**config.mk**
```make
export PLATFORM = sky130hd
export DESIGN_NAME = hub75_scan_driver
export DESIGN_NICKNAME = d
export VERILOG_FILES = /design/src/rtl/hub75_pkg.sv /design/src/rtl/hub75_scan_driver.sv
export SDC_FILE = /design/constraint.sdc
export NUM_CORES = 1
export LEC_CHECK = 0
export ABC_AREA = 1
export CAP_MARGIN = 20
export CORE_MARGIN = 2
export CORE_UTILIZATION = 51
export DETAILED_ROUTE_END_ITERATION = 12
export PLACE_DENSITY = 0.82
export SLEW_MARGIN = 20
export SYNTH_ARGS = -nofsm -noshare
export SYNTH_HDL_FRONTEND = slang
export SYNTH_SLANG_ARGS = --single-unit
```
**constraint.sdc**
```tcl
create_clock -name clk -period 2.2 [get_ports clk]
set_input_delay 0.55 -clock clk [delete_from_list [all_inputs] [get_ports clk]]
set_output_delay 0.55 -clock clk [all_outputs]
set_load 0.02 [all_outputs]
```
**src/rtl/hub75_pkg.sv**
```systemverilog
// Shared types and constants for the 64x64 1/32-scan HUB75 scan driver.
// Panel geometry, scan FSM states and connector bit positions.
package hub75_pkg;

  typedef enum logic [1:0] {
    ST_SHIFT,
    ST_HOLD,
    ST_BLANK,
    ST_LATCH
  } state_t;

  localparam int PANEL_W    = 64;
  localparam int SCAN_ROWS  = 32;
  localparam int FRAME_BITS = 13;

  localparam int LED_R0       = 0;
  localparam int LED_G0       = 1;
  localparam int LED_B0       = 2;
  localparam int LED_R1       = 3;
  localparam int LED_G1       = 4;
  localparam int LED_B1       = 5;
  localparam int LED_ADDR_LSB = 6;
  localparam int LED_SCLK     = 11;
  localparam int LED_LAT      = 12;
  localparam int LED_OE_N     = 13;

endpackage

```
**src/rtl/hub75_scan_driver.sv**
```systemverilog
// HUB75 scan engine: requests pixels from the painter, shifts both panel halves
// out column by column, then blanks, latches and advances the row address.
module hub75_scan_driver
  import hub75_pkg::*;
#(
  parameter int BLANK_CYCLES  = 2,
  parameter int DISPLAY_EXTRA = 0
) (
  input  logic                  clk,
  input  logic                  reset,
  output logic [5:0]            x,
  output logic [5:0]            y,
  output logic [FRAME_BITS-1:0] frame,
  input  logic [2:0]            rgb,
  output logic [15:0]           LED_PANEL
);

  state_t                state_reg, state_next;
  logic [1:0]            phase_reg, phase_next;
  logic [5:0]            col_reg, col_next;
  logic [4:0]            row_reg, row_next;
  logic [FRAME_BITS-1:0] frame_reg, frame_next;
  logic [15:0]           cnt_reg, cnt_next;
  logic [5:0]            x_reg, x_next;
  logic [5:0]            y_reg, y_next;
  logic [2:0]            top_reg, top_next;
  logic [5:0]            data_reg, data_next;
  logic [4:0]            addr_reg, addr_next;
  logic                  sclk_reg, sclk_next;
  logic                  lat_reg, lat_next;
  logic                  oe_n_reg, oe_n_next;
  logic                  lit_reg, lit_next;

  always_ff @(posedge clk or posedge reset) begin
    if (reset) begin
      state_reg <= ST_SHIFT;
      phase_reg <= '0;
      col_reg   <= '0;
      row_reg   <= '0;
      frame_reg <= '0;
      cnt_reg   <= '0;
      x_reg     <= '0;
      y_reg     <= '0;
      top_reg   <= '0;
      data_reg  <= '0;
      addr_reg  <= '0;
      sclk_reg  <= 1'b0;
      lat_reg   <= 1'b0;
      oe_n_reg  <= 1'b1;
      lit_reg   <= 1'b0;
    end else begin
      state_reg <= state_next;
      phase_reg <= phase_next;
      col_reg   <= col_next;
      row_reg   <= row_next;
      frame_reg <= frame_next;
      cnt_reg   <= cnt_next;
      x_reg     <= x_next;
      y_reg     <= y_next;
      top_reg   <= top_next;
      data_reg  <= data_next;
      addr_reg  <= addr_next;
      sclk_reg  <= sclk_next;
      lat_reg   <= lat_next;
      oe_n_reg  <= oe_n_next;
      lit_reg   <= lit_next;
    end
  end

  always_comb begin
    state_next = state_reg;
    phase_next = phase_reg;
    col_next   = col_reg;
    row_next   = row_reg;
    frame_next = frame_reg;
    cnt_next   = cnt_reg;
    x_next     = x_reg;
    y_next     = y_reg;
    top_next   = top_reg;
    data_next  = data_reg;
    addr_next  = addr_reg;
    lit_next   = lit_reg;

    unique case (state_reg)
      ST_SHIFT: begin
        phase_next = phase_reg + 2'd1;
        unique case (phase_reg)
          2'd0: begin
            top_next = rgb;
            y_next   = {1'b1, row_reg};
          end
          2'd1: data_next = {rgb, top_reg};
          2'd2: begin
          end
          default: begin
            if (col_reg == 6'(PANEL_W - 1)) begin
              cnt_next = '0;
              if (DISPLAY_EXTRA > 0) begin
                state_next = ST_HOLD;
              end else begin
                state_next = ST_BLANK;
                addr_next  = row_reg;
              end
            end else begin
              col_next = col_reg + 6'd1;
              x_next   = col_reg + 6'd1;
              y_next   = {1'b0, row_reg};
            end
          end
        endcase
      end
      ST_HOLD: begin
        if (cnt_reg == 16'(DISPLAY_EXTRA - 1)) begin
          state_next = ST_BLANK;
          cnt_next   = '0;
          addr_next  = row_reg;
        end else begin
          cnt_next = cnt_reg + 16'd1;
        end
      end
      ST_BLANK: begin
        if (cnt_reg == 16'(BLANK_CYCLES - 1)) begin
          state_next = ST_LATCH;
        end else begin
          cnt_next = cnt_reg + 16'd1;
        end
      end
      default: begin
        // Latch ends the row: restart shifting on the next row, bump frame after the last one.
        state_next = ST_SHIFT;
        phase_next = '0;
        col_next   = '0;
        row_next   = row_reg + 5'd1;
        x_next     = '0;
        y_next     = {1'b0, row_reg + 5'd1};
        lit_next   = 1'b1;
        if (row_reg == 5'(SCAN_ROWS - 1)) begin
          frame_next = frame_reg + 1'b1;
        end
      end
    endcase

    sclk_next = (state_reg == ST_SHIFT) && (phase_reg == 2'd2);
    lat_next  = (state_next == ST_LATCH);
    oe_n_next = (state_next == ST_BLANK) || (state_next == ST_LATCH) || !lit_next;
  end

  always_comb begin
    LED_PANEL                         = '0;
    LED_PANEL[LED_R0]                 = data_reg[0];
    LED_PANEL[LED_G0]                 = data_reg[1];
    LED_PANEL[LED_B0]                 = data_reg[2];
    LED_PANEL[LED_R1]                 = data_reg[3];
    LED_PANEL[LED_G1]                 = data_reg[4];
    LED_PANEL[LED_B1]                 = data_reg[5];
    LED_PANEL[LED_ADDR_LSB +: 5]      = addr_reg;
    LED_PANEL[LED_SCLK]               = sclk_reg;
    LED_PANEL[LED_LAT]                = lat_reg;
    LED_PANEL[LED_OE_N]               = oe_n_reg;
  end

  assign x     = x_reg;
  assign y     = y_reg;
  assign frame = frame_reg;

endmodule

```
==> results of run 1 <==
==> area by class of cell <==
cell class                      count  area, sq um  area share [%]
Clock inverter                      7         98.8            2.17
Timing Repair Buffer               51          503            11.0
Sequential cell                    68         1700            37.4
Multi-Input combinational cell    328         1770            39.0
Inverter                           59          225            4.95
Tap cell                           99          124            2.72
Clock buffer                        9          124            2.72
==> cell families after synthesis <==
family | after synthesis | synth area share, %
and+or+nand+nor | 238 | 28.2
buffers and inverters | 75 | 8.54
DFF | 68 | 44.9
AOI/OAI and AO/OA | 52 | 8.28
xor gates and xnor gates | 18 | 4.16
adders and majority gates | 15 | 4.95
muxes | 3 | 0.891
other | 1 | 0.0989
==> power by group through the flow <==
stage          clock [mW]  combinational, mW  sequential (mW)
2_1_floorplan           0             0.0310             1.29
3_3_place_gp            0             0.0676             1.29
3_5_place_dp            0             0.0691             1.29
4_1_cts              1.18             0.0692             1.26
5_1_grt              1.24             0.0749             1.26
6_report             1.16             0.0666             1.26
==> cells in the final DEF (no fill, tap or decap), types with 4 or more instances in the layout <==
cell and instances:
buf_4 7, dfrtp_1 66, nand2_1 117, xnor2_1 6, ha_1 14, nor2_1 43, clkbuf_8 9, nand3_1 38
clkdlybuf4s50_1 43, o21ai_1 9, or2_2 4, inv_1 55, nand2_2 6, nand4_1 15, o21ai_0 26, nor2_2 5
a21oi_1 12, xor2_1 12
==> worst max-delay path, delay by kind of cell (launching register included) <==
family	cells	cell delay, ns
xor+xnor	1	0.17
fa+ha+maj	2	0.41
simple gates	7	0.90
flops	1	0.43
==> through the flow <==
stage	setup TNS [ns]	worst slack, ns	area, sq um
CTS	0	0.122	4550
finish	0	0.165	4550
detailed placement	0	0.131	4320
global placement	0	0.286	4320
floorplan	0	0.378	3800
global route	-0.00937	-0.00937	4550
==> worst max-delay path by stage <==
stage | cells past startpoint | to | slack, ns
finish | 10 | frame[10] | 0.17
global route | 11 | frame[12] | -0.009
CTS | 10 | frame[11] | 0.12
detailed placement | 10 | frame[11] | 0.13
global placement | 10 | frame[11] | 0.29
floorplan | 10 | frame[11] | 0.38
==> routing by layer <==
layer | track usage, % | vias to the layer above | share of wire (%)
met1 | 27.1 | 1486 | 45
met2 | 33.4 | 73 | 49
li1 | - | 1582 | -
met4 | 7.18 | 0 | 1.9
met3 | 4.78 | 15 | 4.1
met5 | 0 | - | 0
==> what timing repair did <==
action                                  in CTS  in global routing
hold endpoints to repair                     0                  0
hold buffers                                 0                  0
gates resized for setup                      0                  3
endpoints found under the setup margin       0                  3
==> results by group, run 1 <==
Pwr
  – P per Cell Area: 547 nW/um^2
  – Sequential share of power: 50.7%
  – Power Total: 2.49 mW
  – LEAKAGE: 2.14 nW
  – P_int: 1.93 mW
  – Clock power share: 46.6%
  – Combinational share of power: 2.7%
  – Switching share of power: 22.6%
  – Net Sw Power: 0.563 mW
  – IR drop worst, VDD: 0.000282 V

Drt
  – Drt first pass iters: 4
  – Detailed Route WL: 7870 um
  – Final ANT Viol Nets: 0
  – Initial drt markers: 168
  – Vias per cell: 5.08
  – DRC: 0
  – Avg WL per Cell: 12.7 um
  – Routed vias: 3156

Floorplanning
  – Rows: 31
  – Initial Util: 52.6%
  – Die Y: 90.2 um
  – # IOs: 46
  – Core footprint: 7210 sq um
  – Die area: 8140 sq um
  – Die W: 90.2 um

Cells and area
  – Final net count: 537
  – Final non-filler cell total: 621
  – Max reg flops: 16
  – Antenna fix cells: 0
  – Share of layout cells above drive strength 1: 11.5%
  – # fillers: 595
  – Layout area overhead: 20.1%
  – Core Util, Final: 63.1%

Synth
  – #FFs+latches synth: 68
  – Largest cells by area after synthesis: dfrtp_1, nand2_1, inv_1
  – Post-Syn Area: 3790 sq um
  – Most common cell in the netlist: nand2_1
  – Ys Warns: 0
  – Post-synth cell types: 33
  – Syn Inst Count: 470
  – Synth top area share: 44.2%
  – Synth top cells by count: nand2_1, dfrtp_1, inv_1
  – Async set or reset register ratio after synthesis: 100%
  – Area leader, netlist: dfrtp_1
  – Top_reg_cell synth: dfrtp_1
  – Post-synth EDFFs: 0
  – Mapped Avg Cell Area: 8.07 sq um
  – Post-synthesis sequential area ratio: 44.9%

Global routing
  – Pin count of the biggest net entering global routing: 42
  – Vias in the first global route: 2947
  – First-pass GRT wire length: 13700 um
  – Initial antenna violation count: 0
  – GRT Resource Usage Total: 20.5%
  – Remaining Overflow, GRT: 0

Critical path
  – Critical path class: reg2reg
  – Worst endpoint required time: 2.43 ns
  – CP startpoint: row_reg[0]
  – Setup crit end kind: register
  – CP cell instances: ha_2 -> nand2_1 -> nor2_1 -> ha_1 -> nand2_4 -> nor2_2 -> nand2_1 -> nor3_1 -> nand4_1 -> xnor2_1
  – Largest fanout on the critical path: 5
  – Reg2Reg Depth: 10
  – Flop-to-flop setup slack: 0.17 ns
  – Most used cell, CP: nand2_1
  – Max incr delay on CP: 0.43 ns
  – Reg-to-reg endpoint: frame[10]
  – Critical-path top delay cell: dfrtp_2
  – CP Launch Type: register
  – WP data arrival: 2.27 ns
  – Critical R2R Launch: row_reg[0]

CTS
  – CTS tree: yes
  – Reg clk slew, reported paths: 0.08 ns
  – H-tree levels: 3
  – Post-CTS Setup Inserts: 0
  – Clk buf depth: 2
  – CTS buffer count: 9
  – CTS Sinks: 68
  – Clock Tree Root: clkbuf_8
  – Clk_lat worst skew: 0.35 ns

Timing
  – Fmax: 491 MHz
  – Max Slew Vio Count: 0
  – WHS: 0.457 ns
  – Post-route minimum period: 2.03 ns
  – Final setup vio count: 0
  – Clock Skew: 0.0101 ns
  – Final worst path period share: 92.5%
  – Final Hold Fails: 0

Flow run
  – Max cap viols: 0

Placed design
  – Gp weighted congestion: 0.956
  – Port Buf Inserts: 43
  – DP Cell Count: 605
  – DP HPWL: 5890 um

Hold path
  – Number of cells on the worst hold path: 1
  – HP Class: reg2reg
  – WHS Endpoint: lit_reg
  – Worst Min Path Start: lit_reg

Run status
  – Status: finished, final reports clean
No activity file was read; power rests on OpenSTA's default activity.
==> run 2, diff against run 1 <==
Settings changed: CORE_UTILIZATION 51 to 54, PLACE_DENSITY 0.82 to 0.83, TNS_END_PERCENT set to 30.
Clock period 2.2 ns to 2.4 ns, I/O delays scaled along.
==> results by group, run 2 (same netlist as run 1, synthesis figures left out) <==
Run status
  – Status: finished, final reports clean

Floorplanning
  – # IOs: 46 (unchanged)
  – Die Y: 87.8 um (-2.7%)
  – Die W: 87.8 um (-2.7%)
  – Core footprint: 6790 sq um (-5.8%)
  – Initial Util: 55.8% (+3.3 points)
  – Die area: 7710 sq um (-5.3%)
  – Rows: 30 (-3.2%)

Timing
  – WHS: 0.475 ns (+0.0184 ns)
  – Post-route minimum period: 2.08 ns (+0.0497 ns)
  – Fmax: 480 MHz (-2.4%)
  – Max Slew Vio Count: 0 (unchanged)
  – Final Hold Fails: 0 (unchanged)
  – Setup TNS: 0 ns (unchanged)
  – Clock Skew: 0.00923 ns (-0.000843 ns)
  – Post-route setup slack: 0.316 ns (+0.150 ns)
  – RSZ-0062 raised after global routing: no
  – Final setup vio count: 0 (unchanged)
  – Final worst path period share: 86.8% (-5.6 points)

Cells and area
  – Final instance area: 4480 sq um (-1.5%)
  – Antenna fix cells: 0 (unchanged)
  – Share of layout cells above drive strength 1: 10.2% (-1.3 points)
  – Final net count: 533 (-0.74%)
  – Layout area overhead: 18.2%
  – Max reg flops: 16 (unchanged)
  – # fillers: 542 (-8.9%)
  – Most common cell after layout, fill and taps aside: nand2_1
  – Core Util, Final: 66.0% (+2.9 points)
  – Final non-filler cell total: 614 (-1.1%)
  – Commonest non-fill, non-tap cells in the layout: nand2_1, dfrtp_1, inv_1

Placed design
  – DP HPWL: 5670 um (-3.7%)
  – Gp weighted congestion: 0.936 (-2.1%)
  – DP Cell Count: 598 (-1.2%)
  – Port Buf Inserts: 43 (unchanged)
  – Area of placed instances: 4290 sq um (-0.87%)
  – DP Worst Slack: 0.359 ns (+0.227 ns)

CTS
  – H-tree levels: 3 (unchanged)
  – CTS buffer count: 9 (unchanged)
  – Clock Tree Root: clkbuf_8
  – Post-cts sizing count: 0 (unchanged)
  – CTS Sinks: 68 (unchanged)
  – Post-CTS Setup Inserts: 0 (unchanged)
  – Hold buffers post-CTS: 0 (unchanged)
  – Clk_lat worst skew: 0.35 ns (about the same)
  – Clk buf depth: 2 (unchanged)
  – CTS tree: yes
  – Reg clk slew, reported paths: 0.08 ns (about the same)

Critical path
  – WP data arrival: 2.36 ns (+0.09 ns)
  – Critical path class: reg2reg
  – Setup crit end kind: register
  – Worst endpoint required time: 2.67 ns (+0.24 ns)
  – CP Launch Type: register
  – Largest fanout on the critical path: 5 (unchanged)

Hold path
  – HP Class: reg2reg

Pwr
  – Net Sw Power: 0.514 mW (-8.8%)
  – Switching share of power: 23.6% (+1.0 points)
  – Power Total: 2.17 mW (-13%)
  – Combinational share of power: 2.7% (about the same)
  – P per Cell Area: 484 nW/um^2 (-11%)
  – Clock power share: 44.1% (-2.5 points)
  – P_int: 1.66 mW (-14%)
  – Sequential share of power: 53.2% (+2.5 points)
  – LEAKAGE: 2.12 nW (-0.97%)
  – IR drop worst, VDD: 0.000275 V (-2.4%)

Global routing
  – Pin count of the biggest net entering global routing: 54 (+29%)
  – Initial antenna violation count: 0 (unchanged)
  – GRT Resource Usage Total: 22.5% (+2.0 points)
  – Remaining Overflow, GRT: 0 (unchanged)
  – Vias in the first global route: 3089 (+4.8%)
  – First-pass GRT wire length: 13800 um (+0.85%)

Drt
  – Vias per cell: 5.21 (+2.6%)
  – Drt first pass iters: 4 (unchanged)
  – Avg WL per Cell: 12.7 um (+0.15%)
  – Initial drt markers: 181 (+7.7%)
  – DRC: 0 (unchanged)
  – Routed vias: 3200 (+1.4%)
  – Final ANT Viol Nets: 0 (unchanged)
  – Detailed Route WL: 7790 um (-0.98%)

Flow run
  – Max cap viols: 0 (unchanged)
[run 2: changes by cell type in the layout (fill, tap and decap cells not counted), sizes merged]
cell,before,now
inv,59,61
clkinvlp,2,1
bufinv,2,1
buf,8,4
[run 2: final timing paths]
check	slack (ns)	endpoint	start	cells after the start
worst max-delay path	0.32	frame[12]	row_reg[0]	11
worst min register to register	0.48	frame[12]	frame[12]	1
worst max register to register	0.32	frame[12]	row_reg[0]	11
min in group asynchronous	0.54	frame[3]	reset	2
max in group asynchronous	1.26	lit_reg	reset	3
worst min-delay path	0.48	frame[12]	frame[12]	1
[run 2: layer usage]
layer	track usage (%)	vias up	part of all wire, %
met4	8.39	0	1.6
li1	-	1581	-
met2	36.2	101	49
met5	0	-	0
met1	29.9	1506	44
met3	4.90	12	5.4
[run 2: cell type report]
class	count	area (sq um)	share of cell area (%)
Multi-Input combinational cell	328	1770	39.5
Tap cell	96	120	2.68
Clock buffer	9	124	2.76
Clock inverter	7	73.8	1.65
Inverter	59	221	4.94
Sequential cell	68	1700	38.0
Timing Repair Buffer	47	473	10.5
[run 2: worst max-delay path: stages, from the launching register on]
cell,delay [ns]
dfrtp_1,0.46
ha_1,0.24
nand2_1,0.08
nor2_1,0.10
ha_1,0.20
nand2_4,0.08
nor2_2,0.15
nand2_1,0.10
nor2_1,0.16
nand4_1,0.15
nor2_1,0.14
xor2_1,0.15
[run 2: power groups by stage]
stage | Combinational (mW) | Clock (mW) | Sequential (mW)
floorplan | 0.0281 | 0 | 1.19
global placement | 0.0605 | 0 | 1.18
detailed placement | 0.0609 | 0 | 1.18
CTS | 0.0612 | 0.967 | 1.16
global route | 0.0668 | 1.02 | 1.16
finish | 0.0589 | 0.958 | 1.16
==> RTL edit 1 (flow settings as in run 1) <==
`addr_reg` no longer has a reset.
--- a/src/rtl/hub75_scan_driver.sv
+++ b/src/rtl/hub75_scan_driver.sv
@@ -43,7 +43,6 @@
       y_reg     <= '0;
       top_reg   <= '0;
       data_reg  <= '0;
-      addr_reg  <= '0;
       sclk_reg  <= 1'b0;
       lat_reg   <= 1'b0;
       oe_n_reg  <= 1'b1;
@@ -59,12 +58,15 @@
       y_reg     <= y_next;
       top_reg   <= top_next;
       data_reg  <= data_next;
-      addr_reg  <= addr_next;
       sclk_reg  <= sclk_next;
       lat_reg   <= lat_next;
       oe_n_reg  <= oe_n_next;
       lit_reg   <= lit_next;
     end
+  end
+
+  always_ff @(posedge clk) begin
+    addr_reg <= addr_next;
   end
 
   always_comb begin
Behaviour: same outputs for any inputs over 10 cycles, from zero or initial values and one cycle with reset high; that may be too few to reach the edited logic, so the function may still have changed.
==> RTL edit 1 against run 1 <==
Sequential cell count unchanged; power down 3.7%; combinational power about the same; first-iteration DRC count up 25%; cell area down 2.4%; area after synthesis down 2.5%; routed wire length up 3.5%; core utilization down 0.86 points; count of clock-buffer cells in the layout up 2; clock skew up 2.3 ps; setup slack better by 24 ps; via count down 2.5%.
==> RTL edit 1: results <==
# TYPE chip_impl_metric gauge
chip_impl_metric{name="post_route_cells_drive_above_1_share",unit=""} 0.123
chip_impl_metric{name="seq_area_frac_synth",unit=""} 0.467
chip_impl_metric{name="cellLeakagePower",unit="nW"} 2.13
chip_impl_info{name="critPathTopFamily",value="buffers and inverters"} 1
chip_impl_metric{name="cts_htree_levels",unit=""} 3
chip_impl_metric{name="worstPathArrival",unit="ps"} 1460
chip_impl_info{name="dominant_register_cell_in_the_synthesized_netlist",value="dfrtp_1"} 1
chip_impl_metric{name="clock_skew",unit="ps"} 12.4
chip_impl_metric{name="finalWeightedCongestion",unit=""} 0.927
chip_impl_metric{name="layout.nets",unit=""} 512
chip_impl_metric{name="rr_worst_depth",unit=""} 9
chip_impl_metric{name="share_of_flip_flops_with_an_asynchronous_set_or_reset_after_synthesis",unit=""} 0.926
chip_impl_metric{name="cts_buffers",unit=""} 9
chip_impl_info{name="netlist_top_cells_count",value="nand2_1 (113), dfrtp_1 (62), inv_1 (46), nor2_1 (42), nand3_1 (33)"} 1
chip_impl_metric{name="finalWirelength",unit="mm"} 8.14
chip_impl_info{name="clk_root_buffer_cell",value="clkbuf_8"} 1
chip_impl_metric{name="cp_max_fo",unit=""} 1
chip_impl_info{name="crit_slowest_cell",value="clkdlybuf4s50_1"} 1
chip_impl_metric{name="max_stage_delay",unit="ps"} 590
chip_impl_metric{name="vias_per_cell",unit=""} 5.16
chip_impl_metric{name="synth_edf_count",unit=""} 5
chip_impl_metric{name="dp_hpwl",unit="mm"} 5.96
chip_impl_metric{name="antenna_cells",unit=""} 0
chip_impl_metric{name="synth.distinct_cells",unit=""} 36
chip_impl_metric{name="detailedRoute.firstIterationViolations",unit=""} 210
chip_impl_metric{name="cts-root-to-sink-buffers",unit=""} 2
chip_impl_metric{name="whs_path_depth",unit=""} 1
chip_impl_metric{name="grt_util_all_layers",unit=""} 0.223
chip_impl_info{name="run_status",value="finished clean"} 1
chip_impl_metric{name="grt_max_degree",unit=""} 31
chip_impl_metric{name="grt_first_pass_wirelength",unit="mm"} 13.6
chip_impl_metric{name="vias_in_the_first_global_route",unit=""} 3023
chip_impl_info{name="synth_area_leaders",value="dfrtp_1 (42%), nand2_1 (11%), ha_1 (5.1%)"} 1
chip_impl_metric{name="iteration_count_of_the_initial_detailed_routing_pass",unit=""} 5
chip_impl_metric{name="max_vdd_drop",unit="uV"} 318
chip_impl_metric{name="dpl_worst_slack",unit="ps"} 244
[RTL edit 1: cell type report]
| cell class | instances | area (um^2) |
|---|---|---|
| inverter | 51 | 194 |
| clock buffer | 11 | 141 |
| tap | 99 | 124 |
| sequential | 68 | 1730 |
| timing repair buffer | 52 | 510 |
| clock inverter | 5 | 60.1 |
| multi-input combinational | 310 | 1690 |
| fill | 613 | 2690 |
[RTL edit 1: metrics by stage]
stage               total power [W]  std cells  cell area [um^2]  hold WS, ps
finish                      0.00240        596              4440          480
global route                0.00249        596              4440          522
CTS                         0.00241        596              4440          492
detailed placement          0.00137        580              4240          473
global placement            0.00136        580              4240          435
floorplan                   0.00133        442              3700          421
[RTL edit 1: report_power, final]
part           switching, W  internal [W]
combinational     0.0000409     0.0000257
clock              0.000498      0.000559
sequential       0.00000475       0.00127
[RTL edit 1: final timing paths]
path	startpoint	end	slack, ps
max	oe_n_reg	LED_PANEL[13]	190
min	lit_reg	lit_reg	480
max reg2reg	row_reg[0]	frame[12]	200
min reg2reg	lit_reg	lit_reg	480
max in group asynchronous	reset	cnt_reg[9]	1170
min in group asynchronous	reset	state_reg[0]	510
[RTL edit 1: metal layers]
metal | GRT usage | share of wire
met1 | 0.257 | 0.42
met2 | 0.400 | 0.52
met3 | 0.0526 | 0.039
met4 | 0.0855 | 0.020
met5 | 0 | 0
[RTL edit 1: logic make-up after synthesis]
family	after synthesis	synth area share
AOI/OAI and AO/OA	47	0.0683
xor gates and xnor gates	20	0.0474
other	1	0.00101
buffers and inverters	64	0.0781
adders and majority gates	15	0.0507
and+or+nand+nor	222	0.275
DFF	68	0.467
muxes	4	0.0122
==> RTL edit 2 (flow settings as in run 1) <==
Without the edit above. Set the package constant `FRAME_BITS` to 26 (it was 13).
--- a/src/rtl/hub75_pkg.sv
+++ b/src/rtl/hub75_pkg.sv
@@ -11,7 +11,7 @@
 
   localparam int PANEL_W    = 64;
   localparam int SCAN_ROWS  = 32;
-  localparam int FRAME_BITS = 13;
+  localparam int FRAME_BITS = 26;
 
   localparam int LED_R0       = 0;
   localparam int LED_G0       = 1;
Ports: changed (resized frame); port bits go from 46 to 59. The function was not compared with the original's and may differ.
==> RTL edit 2 against run 1 <==
Area after synthesis is 16% higher; critical path depth is 9 lower; cell area is 17% higher; power is 13% higher; synthesized cell count is 14% higher; routed wire length is 21% higher; count of clock-buffer cells in the layout is 1 higher; via count is 17% higher; sequential cell count is 13 higher; die area is 15% higher; setup slack worse by 8.7 ps; first-iteration DRC count is 1.8% lower; critical endpoint is now LED_PANEL[13]; largest cell class unchanged; largest power group unchanged.
==> RTL edit 2: results <==
# TYPE chip_impl_metric gauge
chip_impl_info{name="critPathTopFamily",value="buffers and inverters"} 1
chip_impl_metric{name="cellLeakagePower",unit="nW"} 2.64
chip_impl_metric{name="largest_reg_flops",unit=""} 26
chip_impl_info{name="netlist_top_cells_count",value="nand2_1 (148), dfrtp_1 (80), inv_1 (68), nor2_1 (39), nand3_1 (34)"} 1
chip_impl_metric{name="grt_first_pass_wirelength",unit="mm"} 16.7
chip_impl_metric{name="non_clock_inverter_count",unit=""} 70
chip_impl_metric{name="synth.distinct_cells",unit=""} 36
chip_impl_metric{name="max_stage_delay",unit="ps"} 600
chip_impl_metric{name="dp_hpwl",unit="mm"} 6.77
chip_impl_metric{name="detailedRoute.firstIterationViolations",unit=""} 165
chip_impl_metric{name="syn-mean-instance-area",unit="um^2"} 8.24
chip_impl_info{name="run_status",value="finished clean"} 1
chip_impl_metric{name="dpl-instance-area",unit="mm^2"} 0.00508
chip_impl_metric{name="n_fill_cell",unit=""} 673
chip_impl_info{name="endpoint",value="LED_PANEL[13]"} 1
chip_impl_info{name="crit_slowest_cell",value="clkdlybuf4s50_1"} 1
chip_impl_metric{name="met2_wirelength",unit="mm"} 4.56
chip_impl_metric{name="buffers",unit=""} 61
chip_impl_metric{name="finalWeightedCongestion",unit=""} 0.868
chip_impl_metric{name="grt_util_all_layers",unit=""} 0.214
chip_impl_metric{name="layout_overhead_on_the_synthesized_area",unit="%"} 20.8
chip_impl_metric{name="vias_per_cell",unit=""} 5.22
chip_impl_metric{name="clock_skew",unit="ps"} 18.1
chip_impl_info{name="regToRegEndpoint",value="frame[13]"} 1
chip_impl_metric{name="worstPathArrival",unit="ps"} 1490
chip_impl_metric{name="ff_latch_area",unit="mm^2"} 0.00203
## RTL edit 2: cell count changes after synthesis, sizes merged, moves of 5 or more
cell and change:
a21oi -6, buf -8, dfrtp +13, inv +10, nand2 +33, nor2 -6
nor3 +5, o211ai +5, o21ai -5, xnor2 +6, xor2 +6
## RTL edit 2: through the flow
stage	util	hold WS [ps]	std cells	setup slack, ps	power (W)
after CTS	0.640	462	707	131	0.00283
final	0.640	463	707	157	0.00281
after global routing	0.640	478	707	22.5	0.00290
after global placement	0.612	438	691	288	0.00160
after floorplan	-	423	535	425	0.00157
after detailed placement	0.612	438	691	159	0.00160
## RTL edit 2: where the power goes
group / internal (W) / total [W] / switching (W)
Sequential: 0.00150 / 0.00150 / 0.00000417
Clock: 0.000674 / 0.00124 / 0.000563
Combinational: 0.0000237 / 0.0000695 / 0.0000458
Total: 0.00219 / 0.00281 / 0.000613
## RTL edit 2: cells by family after synthesis
group	Yosys count	share of synthesized area
XOR/XNOR	30	0.0597
other	1	0.000853
adder cells (fa/ha/maj)	14	0.0398
multiplexers	3	0.00768
flip-flops	81	0.461
AND/OR/NAND/NOR	277	0.293
AO/OA/AOI/OAI	48	0.0632
buffers and inverters	80	0.0748
## RTL edit 2: worst min-delay path by stage
stage / from / end / slack [ps] / cells past startpoint
after floorplan: lit_reg / lit_reg / 420 / 1
after detailed placement: lit_reg / lit_reg / 440 / 1
after CTS: lit_reg / lit_reg / 460 / 1
after global placement: lit_reg / lit_reg / 440 / 1
final: lit_reg / lit_reg / 460 / 1
after global routing: lit_reg / lit_reg / 480 / 1
## RTL edit 2: layer usage
layer  vias to the layer above  global-route usage
met2                       115               0.353
li1                       1819                   -
met5                         -                   0
met4                         0              0.0813
met3                        14              0.0556
met1                      1741               0.272
